==> src/rtl/gas_ctrl_pkg.sv <==
// Shared state encoding, default thresholds and small helpers for the gas alarm controller.
package gas_ctrl_pkg;

  typedef enum logic [1:0] {
    ST_MONITOR = 2'd0,
    ST_WARN    = 2'd1,
    ST_ALARM   = 2'd2,
    ST_TEST    = 2'd3
  } alarm_state_e;

  localparam int GAS_W   = 3;
  localparam int COUNT_W = 8;

  localparam int DEF_WARN_LEVEL     = 3;
  localparam int DEF_DANGER_LEVEL   = 6;
  localparam int DEF_CONFIRM_CYCLES = 4;
  localparam int DEF_CLEAR_CYCLES   = 16;
  localparam int DEF_TEST_CYCLES    = 8;

  function automatic logic [COUNT_W-1:0] sat_inc(input logic [COUNT_W-1:0] v);
    return (&v) ? v : v + 1'b1;
  endfunction

endpackage

==> src/rtl/persist_counter.sv <==
// Consecutive-sample persistence counter: compares the level against a threshold,
// counts matching samples in a row (saturating) and flags when the count is full.
module persist_counter
  import gas_ctrl_pkg::*;
#(
  parameter int THRESH = DEF_WARN_LEVEL,
  parameter int LIMIT  = DEF_CONFIRM_CYCLES,
  parameter bit BELOW  = 1'b0
) (
  input  logic             clk,
  input  logic             arst,
  input  logic [GAS_W-1:0] i_level,
  output logic             o_full
);

  localparam int            CW  = $clog2(LIMIT + 1);
  localparam logic [CW-1:0] LIM = CW'(LIMIT);
  localparam logic [GAS_W-1:0] THR = GAS_W'(THRESH);

  logic          w_hit;
  logic [CW-1:0] w_next;
  logic [CW-1:0] r_cnt;

  assign w_hit = BELOW ? (i_level < THR) : (i_level >= THR);

  always_comb begin
    w_next = '0;
    if (w_hit) begin
      w_next = (r_cnt == LIM) ? LIM : r_cnt + CW'(1);
    end
  end

  // Full is taken from the next count so the owner can act on the very edge it is reached.
  assign o_full = (w_next == LIM);

  always_ff @(posedge clk) begin
    if (arst) begin
      r_cnt <= '0;
    end else begin
      r_cnt <= w_next;
    end
  end

endmodule

==> src/rtl/gas_alarm_controller.sv <==
// Gas alarm controller: escalates MONITOR/WARN/ALARM on persistent gas readings,
// latches ALARM until acknowledged and cleared, and runs a timed buzzer self-test.
module gas_alarm_controller
  import gas_ctrl_pkg::*;
#(
  parameter int WARN_LEVEL     = DEF_WARN_LEVEL,
  parameter int DANGER_LEVEL   = DEF_DANGER_LEVEL,
  parameter int CONFIRM_CYCLES = DEF_CONFIRM_CYCLES,
  parameter int CLEAR_CYCLES   = DEF_CLEAR_CYCLES,
  parameter int TEST_CYCLES    = DEF_TEST_CYCLES
) (
  input  logic               clk,
  input  logic               arst,
  input  logic [GAS_W-1:0]   gas_level,
  input  logic               ack,
  input  logic               test_req,
  output logic [1:0]         alarm_state,
  output logic               fan_on,
  output logic               valve_close,
  output logic               buzzer,
  output logic [COUNT_W-1:0] alarm_count
);

  localparam int               TW        = $clog2(TEST_CYCLES + 1);
  localparam logic [TW-1:0]    TEST_LAST = TW'(TEST_CYCLES - 1);
  localparam logic [GAS_W-1:0] WARN_THR  = GAS_W'(WARN_LEVEL);

  alarm_state_e       r_state;
  alarm_state_e       w_next_state;
  logic               r_silenced;
  logic [TW-1:0]      r_test_cnt;
  logic [COUNT_W-1:0] r_alarm_count;
  logic               w_warn_full;
  logic               w_danger_full;
  logic               w_clear_full;
  logic               w_gas_warn;

  persist_counter #(.THRESH(WARN_LEVEL), .LIMIT(CONFIRM_CYCLES), .BELOW(1'b0)) u_warn_cnt (
    .clk     (clk),
    .arst    (arst),
    .i_level (gas_level),
    .o_full  (w_warn_full)
  );

  persist_counter #(.THRESH(DANGER_LEVEL), .LIMIT(CONFIRM_CYCLES), .BELOW(1'b0)) u_danger_cnt (
    .clk     (clk),
    .arst    (arst),
    .i_level (gas_level),
    .o_full  (w_danger_full)
  );

  persist_counter #(.THRESH(WARN_LEVEL), .LIMIT(CLEAR_CYCLES), .BELOW(1'b1)) u_clear_cnt (
    .clk     (clk),
    .arst    (arst),
    .i_level (gas_level),
    .o_full  (w_clear_full)
  );

  assign w_gas_warn = (gas_level >= WARN_THR);

  always_ff @(posedge clk) begin
    if (arst) begin
      r_state <= ST_MONITOR;
    end else begin
      r_state <= w_next_state;
    end
  end

  // Danger outranks warn, and both outrank a self-test request.
  always_comb begin
    w_next_state = r_state;
    case (r_state)
      ST_MONITOR: begin
        if (w_danger_full)    w_next_state = ST_ALARM;
        else if (w_warn_full) w_next_state = ST_WARN;
        else if (test_req)    w_next_state = ST_TEST;
      end
      ST_WARN: begin
        if (w_danger_full)     w_next_state = ST_ALARM;
        else if (w_clear_full) w_next_state = ST_MONITOR;
      end
      ST_ALARM: begin
        if (r_silenced && w_clear_full) w_next_state = ST_MONITOR;
      end
      ST_TEST: begin
        if (w_gas_warn || (r_test_cnt == TEST_LAST)) w_next_state = ST_MONITOR;
      end
      default: w_next_state = ST_MONITOR;
    endcase
  end

  always_ff @(posedge clk) begin
    if (arst) begin
      r_silenced    <= 1'b0;
      r_test_cnt    <= '0;
      r_alarm_count <= '0;
    end else begin
      r_test_cnt <= (r_state == ST_TEST) ? r_test_cnt + 1'b1 : '0;
      if (r_state == ST_ALARM && w_next_state != ST_ALARM) begin
        r_silenced <= 1'b0;
      end else if (r_state == ST_ALARM && ack) begin
        r_silenced <= 1'b1;
      end
      if (w_next_state == ST_ALARM && r_state != ST_ALARM) begin
        r_alarm_count <= sat_inc(r_alarm_count);
      end
    end
  end

  always_comb begin
    fan_on      = 1'b0;
    valve_close = 1'b0;
    buzzer      = 1'b0;
    case (r_state)
      ST_WARN: fan_on = 1'b1;
      ST_ALARM: begin
        fan_on      = 1'b1;
        valve_close = 1'b1;
        buzzer      = ~r_silenced;
      end
      ST_TEST: buzzer = 1'b1;
      default: ;
    endcase
  end

  assign alarm_state = r_state;
  assign alarm_count = r_alarm_count;

endmodule

==> config.mk <==
export PLATFORM = sky130hd
export DESIGN_NAME = gas_alarm_controller
export DESIGN_NICKNAME = d
export VERILOG_FILES = /design/src/rtl/gas_ctrl_pkg.sv /design/src/rtl/persist_counter.sv /design/src/rtl/gas_alarm_controller.sv
export SDC_FILE = /design/constraint.sdc
export NUM_CORES = 1
export LEC_CHECK = 0
export ABC_AREA = 1
export CAP_MARGIN = 0
export CORE_ASPECT_RATIO = 0.7
export CORE_MARGIN = 2
export CORE_UTILIZATION = 40
export DETAILED_ROUTE_END_ITERATION = 7
export DONT_BUFFER_PORTS = 1
export HOLD_SLACK_MARGIN = 0.03
export PLACE_DENSITY = 0.57
export SLEW_MARGIN = 20
export SYNTH_ARGS = -nofsm -noshare
export SYNTH_HDL_FRONTEND = slang
export SYNTH_SLANG_ARGS = --single-unit
==> constraint.sdc <==
create_clock -name clk -period 2.05 [get_ports clk]
set_input_delay 0.5125 -clock clk [delete_from_list [all_inputs] [get_ports clk]]
set_output_delay 0.5125 -clock clk [all_outputs]
set_load 0.02 [all_outputs]
==> results of run 1 <==
## power breakdown
group / switching, mW / total (mW) / internal, mW
registers: 0.0356 / 0.573 / 0.537
logic: 0.375 / 0.591 / 0.216
clock network: 0.160 / 0.292 / 0.132
total: 0.571 / 1.46 / 0.885
## worst max-delay path by stage
stage | startpoint | to | slack, ns | cells past startpoint
floorplan | alarm_state[0]$_SDFF_PP0_ | alarm_count[2]$_SDFFE_PP0P_ | 0.08 | 10
global placement | gas_level[1] | alarm_count[4]$_SDFFE_PP0P_ | 0.09 | 10
detailed placement | u_clear_cnt.r_cnt[0]$_SDFF_PP0_ | alarm_count[4]$_SDFFE_PP0P_ | 0.004 | 13
CTS | u_clear_cnt.r_cnt[0]$_SDFF_PP0_ | alarm_count[4]$_SDFFE_PP0P_ | 0.007 | 18
global route | u_clear_cnt.r_cnt[1]$_SDFF_PP0_ | alarm_count[2]$_SDFFE_PP0P_ | -0.04 | 16
finish | alarm_state[1]$_SDFF_PP0_ | buzzer | 0.10 | 4
## synth_stat cells (all sizes together)
| library cell | number |
|---|---|
| nand2 | 44 |
| nor2 | 28 |
| dfxtp | 26 |
| inv | 26 |
| nand3 | 16 |
| ha | 12 |
| a21oi | 11 |
| nand4 | 11 |
| o21ai | 5 |
| nor3 | 4 |
| xnor2 | 4 |
| a21boi | 2 |
| clkbuf | 2 |
| o21bai | 2 |
| xor2 | 2 |
| a31oi | 1 |
| buf | 1 |
| clkinv | 1 |
| nor4 | 1 |
| or2 | 1 |
## layout make-up
cell class | instances | area share, %
multi-input combinational | 145 | 54.5
sequential | 26 | 29.5
inverter | 27 | 5.62
timing repair buffer | 11 | 4.58
tap | 50 | 3.47
clock buffer | 3 | 2.29
## layer usage
metal | up-vias | track usage (%) | part of all wire (%)
met5 | - | 0 | 0
met1 | 610 | 19.5 | 45
met3 | 6 | 5.19 | 5.6
li1 | 680 | - | -
met4 | 0 | 1.82 | 0.65
met2 | 22 | 26.8 | 49
## kinds of logic after synthesis
group,synth area share (%)
simple gates,34.7
buf+inv,7.65
flops,35.0
compound gates,9.08
fa+ha+maj,10.1
xor+xnor,3.53
## registers in the layout, summed over array words and instances, names as in the netlist
signal	count
alarm_count	8
r_silenced	1
r_test_cnt	4
u_warn_cnt.r_cnt	3
u_clear_cnt.r_cnt	5
alarm_state	2
u_danger_cnt.r_cnt	3
## worst register-to-register path, stage by stage (launching register included)
cell and delay [ns]:
dfxtp_4 0.37, ha_4 0.16, nand2_2 0.07, inv_2 0.05
nor2_4 0.10, nand3_2 0.09, nand2_2 0.10, nor2_4 0.05
nand2_4 0.09, nand2_4 0.07, nand2_2 0.06, nand2_2 0.06
nand3_2 0.11, nand2_4 0.09, nor2_4 0.17, nand4_1 0.09
a21oi_1 0.14
## timing repair
item | in CTS | in global routing
pin swaps | 1 | 16
setup endpoints to repair | 5 | 10
resized for setup | 1 | 37
cloned | 0 | 1
## stage by stage
step	std cells	setup TNS, ns
finish	262	0
global route	262	-0.0697
CTS	261	0
detailed placement	258	0
global placement	258	0
floorplan	200	0
==> run metrics, run 1 <==
routed via count=1318; Setup crit start kind=flip-flop; slowest stage delay, CP=0.52 ns; Max Cap Viol=0; Fill cells=344; First-pass DRT Iterations=4; Worst Reg-to-Reg Cells=16; vias in the first global route=1161; reg2reg start=u_clear_cnt.r_cnt[0]$_SDFF_PP0_; Syn Area/Cell=7.44 um2; R2R Setup Slk=0.13 ns; storage element area=533 um2; Synth Cell Area=1490 um2; core area=3540 um2; run status=finished, final reports clean; Worst-path clk slew=0.09 ns; commonest non-fill, non-tap cell in the layout=nand2_1; worst rel slew slack=73.1%; Final Core Density=51.0%; Clock Tree Root=clkbuf_8; Crit path required time=1.54 ns; RSZ-0062 raised after global routing=true; Post-Synthesis Cells=200; Layout area overhead=21.2%; post-route ant nets=0; Peak Freq=513 MHz; H-tree Lvls=1; Leak=0.783 nW; Min-Delay Path Depth=1; Nets=233; Final Max Slew Viols=0; Hold Path Class=in2reg; CP endpoint kind=primary output; first-pass GRT wire length=5130 um; GPL Wtd Cong=0.852; warnings from Yosys=0; num rows=18; die area=4230 um2; most frequent cells in the layout=30 x nand2_1, 25 x nor2_1, 22 x inv_1, 22 x dfxtp_1, 11 x buf_4; grt total ovfl=0; Ports=20; vias per cell=5.03; register area share after synthesis=35.0%; TritonCTS buffer count=3; library cells used by synthesis=30; overall routing resource usage=15.4%; hold path start=arst; Hold Path Sink=alarm_count[2]$_SDFFE_PP0P_; clock buffer depth=2; Wirelength per Cell=12.4 um; final hold viol count=0; Pwr Density=807 nW/um2; Arrival @ worst endpoint=1.44 ns; final worst slack=0.101 ns; Skew-Pair Late Insertion Delay=0.27 ns; crit path time final=1.95 ns; clock sinks=26; top cell type by total area after synthesis=dfxtp_1; Syn Nets=219; hpwl dp=2350 um; initial antenna violation count=0; Worst Hold Slack=0.292 ns; area post-placement=1620 um2; CP delay by family, top=flip-flops; WS Path Type=reg2out; crit-path cells=ha_1 -> inv_1 -> nor2_1 -> or2_2; Finished Cell Area=1800 um2; # hold bufs at CTS=0; Tot Pwr=1.46 mW; Peak VDD IR=0.000583 V; final setup violation count=0; diode count=0; Place WS=0.00368 ns; Least-Margin Pin Slew=0.402 ns; final worst-path cycle share=95.1%; layout cell share with drive strength beyond 1=27.8%; DRC=0; die height=55.0 um; largest net degree at the start of global routing=22; reg-to-reg critical path endpoint=alarm_count[4]$_SDFFE_PP0P_; final WL=3250 um; I/O Buffers=0; Iter 0 DRT Violations=64; initial core utilization=42.1%; area of the multi-input gates=983 um2; CTS tree=yes; Critical Path Fanout Max=7; Area contributors post-synth=dfxtp_1 35%, ha_1 10%, nand2_1 9.6%, nor2_1 6.6%, inv_1 6.1%; Worst path slowest cell=dfxtp_1; postcts setup bufs=0; Setup Skew=0.00393 ns; Die Wd=76.9 um; flops & latches, synth=26; Yosys top cell area share=35.0%; WP buf/inv=1
Power figures use the tool's default switching activity.
==> inputs of run 2 (changes only) <==
--- a/config.mk
+++ b/config.mk
@@ -7,13 +7,15 @@
 export LEC_CHECK = 0
 export ABC_AREA = 1
 export CAP_MARGIN = 0
+export CELL_PAD_IN_SITES_DETAIL_PLACEMENT = 0
+export CELL_PAD_IN_SITES_GLOBAL_PLACEMENT = 2
 export CORE_ASPECT_RATIO = 0.7
 export CORE_MARGIN = 2
-export CORE_UTILIZATION = 40
+export CORE_UTILIZATION = 35
 export DETAILED_ROUTE_END_ITERATION = 7
 export DONT_BUFFER_PORTS = 1
 export HOLD_SLACK_MARGIN = 0.03
-export PLACE_DENSITY = 0.57
+export PLACE_DENSITY = 0.8
 export SLEW_MARGIN = 20
 export SYNTH_ARGS = -nofsm -noshare
 export SYNTH_HDL_FRONTEND = slang
==> run metrics, run 2 (synthesized netlist as in run 1, its figures left out) <==
run status=finished, final reports clean; First-pass DRT Iterations=4; clock sinks=26; Clock Power Share=26.0%; slowest stage delay, CP=0.37 ns; clock buffer depth=2; Worst path slowest cell=dfxtp_4; reg2reg start=u_clear_cnt.r_cnt[1]$_SDFF_PP0_; Layout area overhead=26.3%; final worst-path cycle share=97.3%; Peak VDD IR=0.000532 V; GPL Wtd Cong=0.744; Crit path required time=2.26 ns; Wirelength per Cell=12.6 um; Clock Tree Root=clkbuf_8; area post-placement=1630 um2; CP endpoint kind=flip-flop; Final Max Slew Viols=0; post-route ant nets=0; final setup violation count=0; final hold viol count=0; Worst-path clk slew=0.09 ns; grt total ovfl=0; hpwl dp=2370 um; Nets=237; initial core utilization=37.3%; area of the multi-input gates=988 um2; Setup crit start kind=flip-flop; Ports=20; initial antenna violation count=0; Pwr Density=872 nW/um2; Fill cells=395; P_sw=0.587 mW; num rows=19; Peak Freq=501 MHz; stages on the worst setup path=17; core area=3990 um2; most frequent cells in the layout=30 x nand2_1, 24 x nor2_1, 23 x inv_1, 23 x dfxtp_1, 14 x buf_4; Reg power frac=34.3%; Max Cap Viol=0; CP delay by family, top=simple AND/OR/NAND/NOR gates; crit path launch=u_clear_cnt.r_cnt[1]$_SDFF_PP0_; worst rel slew slack=71.4%; TritonCTS buffer count=3; Min-Delay Path Depth=1; Iter 0 DRT Violations=110; die area=4800 um2; H-tree Lvls=1; Least-Margin Pin Slew=0.427 ns; first-pass GRT wire length=5350 um; routed via count=1331; diode count=0; Skew-Pair Late Insertion Delay=0.27 ns; vias per cell=4.95; I/O Buffers=0; Setup Skew=0.00527 ns; die height=58.6 um; commonest non-fill, non-tap cell in the layout=nand2_1; R2R Setup Slk=0.06 ns; Worst Reg-to-Reg Cells=17; overall routing resource usage=14.4%; Hold Path Class=in2reg; GRT busiest layer=met2; met1 global-route usage=20.0%; largest net degree at the start of global routing=22; met2 usage=22.1%; vias in the first global route=1209; Tot Pwr=1.64 mW; met3 GRT Util=4.29%; Hold Path Sink=alarm_count[2]$_SDFFE_PP0P_; RSZ-0062 raised after global routing=true; Critical Path Fanout Max=4; Die Wd=82.0 um; hold path start=arst; WS Path Type=reg2reg; Arrival @ worst endpoint=2.20 ns; WP buf/inv=2; DRC=0; layout cell share with drive strength beyond 1=28.1%; crit path time final=1.99 ns; Cell Int Power=1.05 mW; most frequent cell on the critical path=nand2_2; max reg flops=8; reg-to-reg critical path endpoint=alarm_count[1]$_SDFFE_PP0P_; Combinational Power Share=39.7%; crit-path cells=ha_4 -> nand2_2 -> inv_2 -> nor2_4 -> nand3_2 -> nand2_2 -> nor2_4 -> nand2_4 -> nand2_4 -> nand2_2 -> nand2_2 -> nand3_2 -> nand2_4 -> nor2_8 -> buf_12 -> nand4_1 -> a21oi_1; CTS tree=yes; Sw Share=35.8%; Finished Cell Area=1880 um2; storage element area=529 um2; final WL=3380 um; Leak=0.822 nW
## run 2: cell count changes in the layout (fill, tap and decap cells not counted), sizes merged
cell	change
buf	+4
bufinv	+1
## run 2: per-stage QoR
step | hold slack (ns) | instances | worst slack, ns | utilization, % | setup TNS, ns
after global placement | 0.427 | 261 | 0.0548 | 40.9 | 0
after floorplan | 0.418 | 200 | 0.0838 | - | 0
after CTS | 0.286 | 265 | 0.00445 | 42.7 | 0
after detailed placement | 0.450 | 261 | -0.0294 | 40.9 | -0.0379
after global routing | 0.277 | 269 | -0.0702 | 47.1 | -0.204
final | 0.299 | 269 | 0.0556 | 47.1 | 0
## run 2: layer usage
metal / vias up / wire length, um
met5: - / 0
met4: 0 / 27
met3: 2 / 134
met2: 19 / 1530
met1: 625 / 1680
li1: 685 / -
## run 2: repair_timing
action                     in CTS  in global routing
gates cloned                    0                  1
buffers inserted                0                  3
setup endpoints to repair       7                  9
gates resized for setup         1                 34
pin swaps                       0                 14
hold buffers                    0                  0
## run 2: final cells by class
type	count	area share (%)
inverters	27	5.39
clock buffers	3	2.20
multi-input cells	145	52.6
clock inverters	1	1.60
repair buffers	15	6.65
flip-flops and latches	26	28.1
well taps	52	3.46
## run 2: power groups by stage
stage	clock network, mW	registers (mW)	logic [mW]
4_1_cts	0.442	0.563	0.494
6_report	0.427	0.563	0.650
3_3_place_gp	0	0.572	0.488
5_1_grt	0.464	0.569	0.712
2_1_floorplan	0	0.604	0.344
3_5_place_dp	0	0.574	0.489
## run 2: how the worst max path moves through the flow
stage | end | slack (ns)
finish | alarm_count[1]$_SDFFE_PP0P_ | 0.06
detailed placement | alarm_count[1]$_SDFFE_PP0P_ | -0.03
global placement | alarm_count[6]$_SDFFE_PP0P_ | 0.05
floorplan | alarm_count[2]$_SDFFE_PP0P_ | 0.08
CTS | alarm_count[1]$_SDFFE_PP0P_ | 0.004
global route | alarm_count[5]$_SDFFE_PP0P_ | -0.07
## run 2: worst reg2reg max path, stage by stage (launching register included)
cell	delay [ns]
dfxtp_4	0.37
ha_4	0.16
nand2_2	0.08
inv_2	0.05
nor2_4	0.10
nand3_2	0.10
nand2_2	0.10
nor2_4	0.05
nand2_4	0.08
nand2_4	0.06
nand2_2	0.06
nand2_2	0.06
nand3_2	0.09
nand2_4	0.10
nor2_8	0.14
buf_12	0.11
nand4_1	0.07
a21oi_1	0.15
==> inputs of run 3 (changes only) <==
--- a/config.mk
+++ b/config.mk
@@ -14,6 +14,7 @@
 export CORE_UTILIZATION = 35
 export DETAILED_ROUTE_END_ITERATION = 7
 export DONT_BUFFER_PORTS = 1
+export GPL_ROUTABILITY_DRIVEN = 0
 export HOLD_SLACK_MARGIN = 0.03
 export PLACE_DENSITY = 0.8
 export SLEW_MARGIN = 20
==> results of run 3 <==
No change in the layout: final DEF, timing and power equal those of run 2.
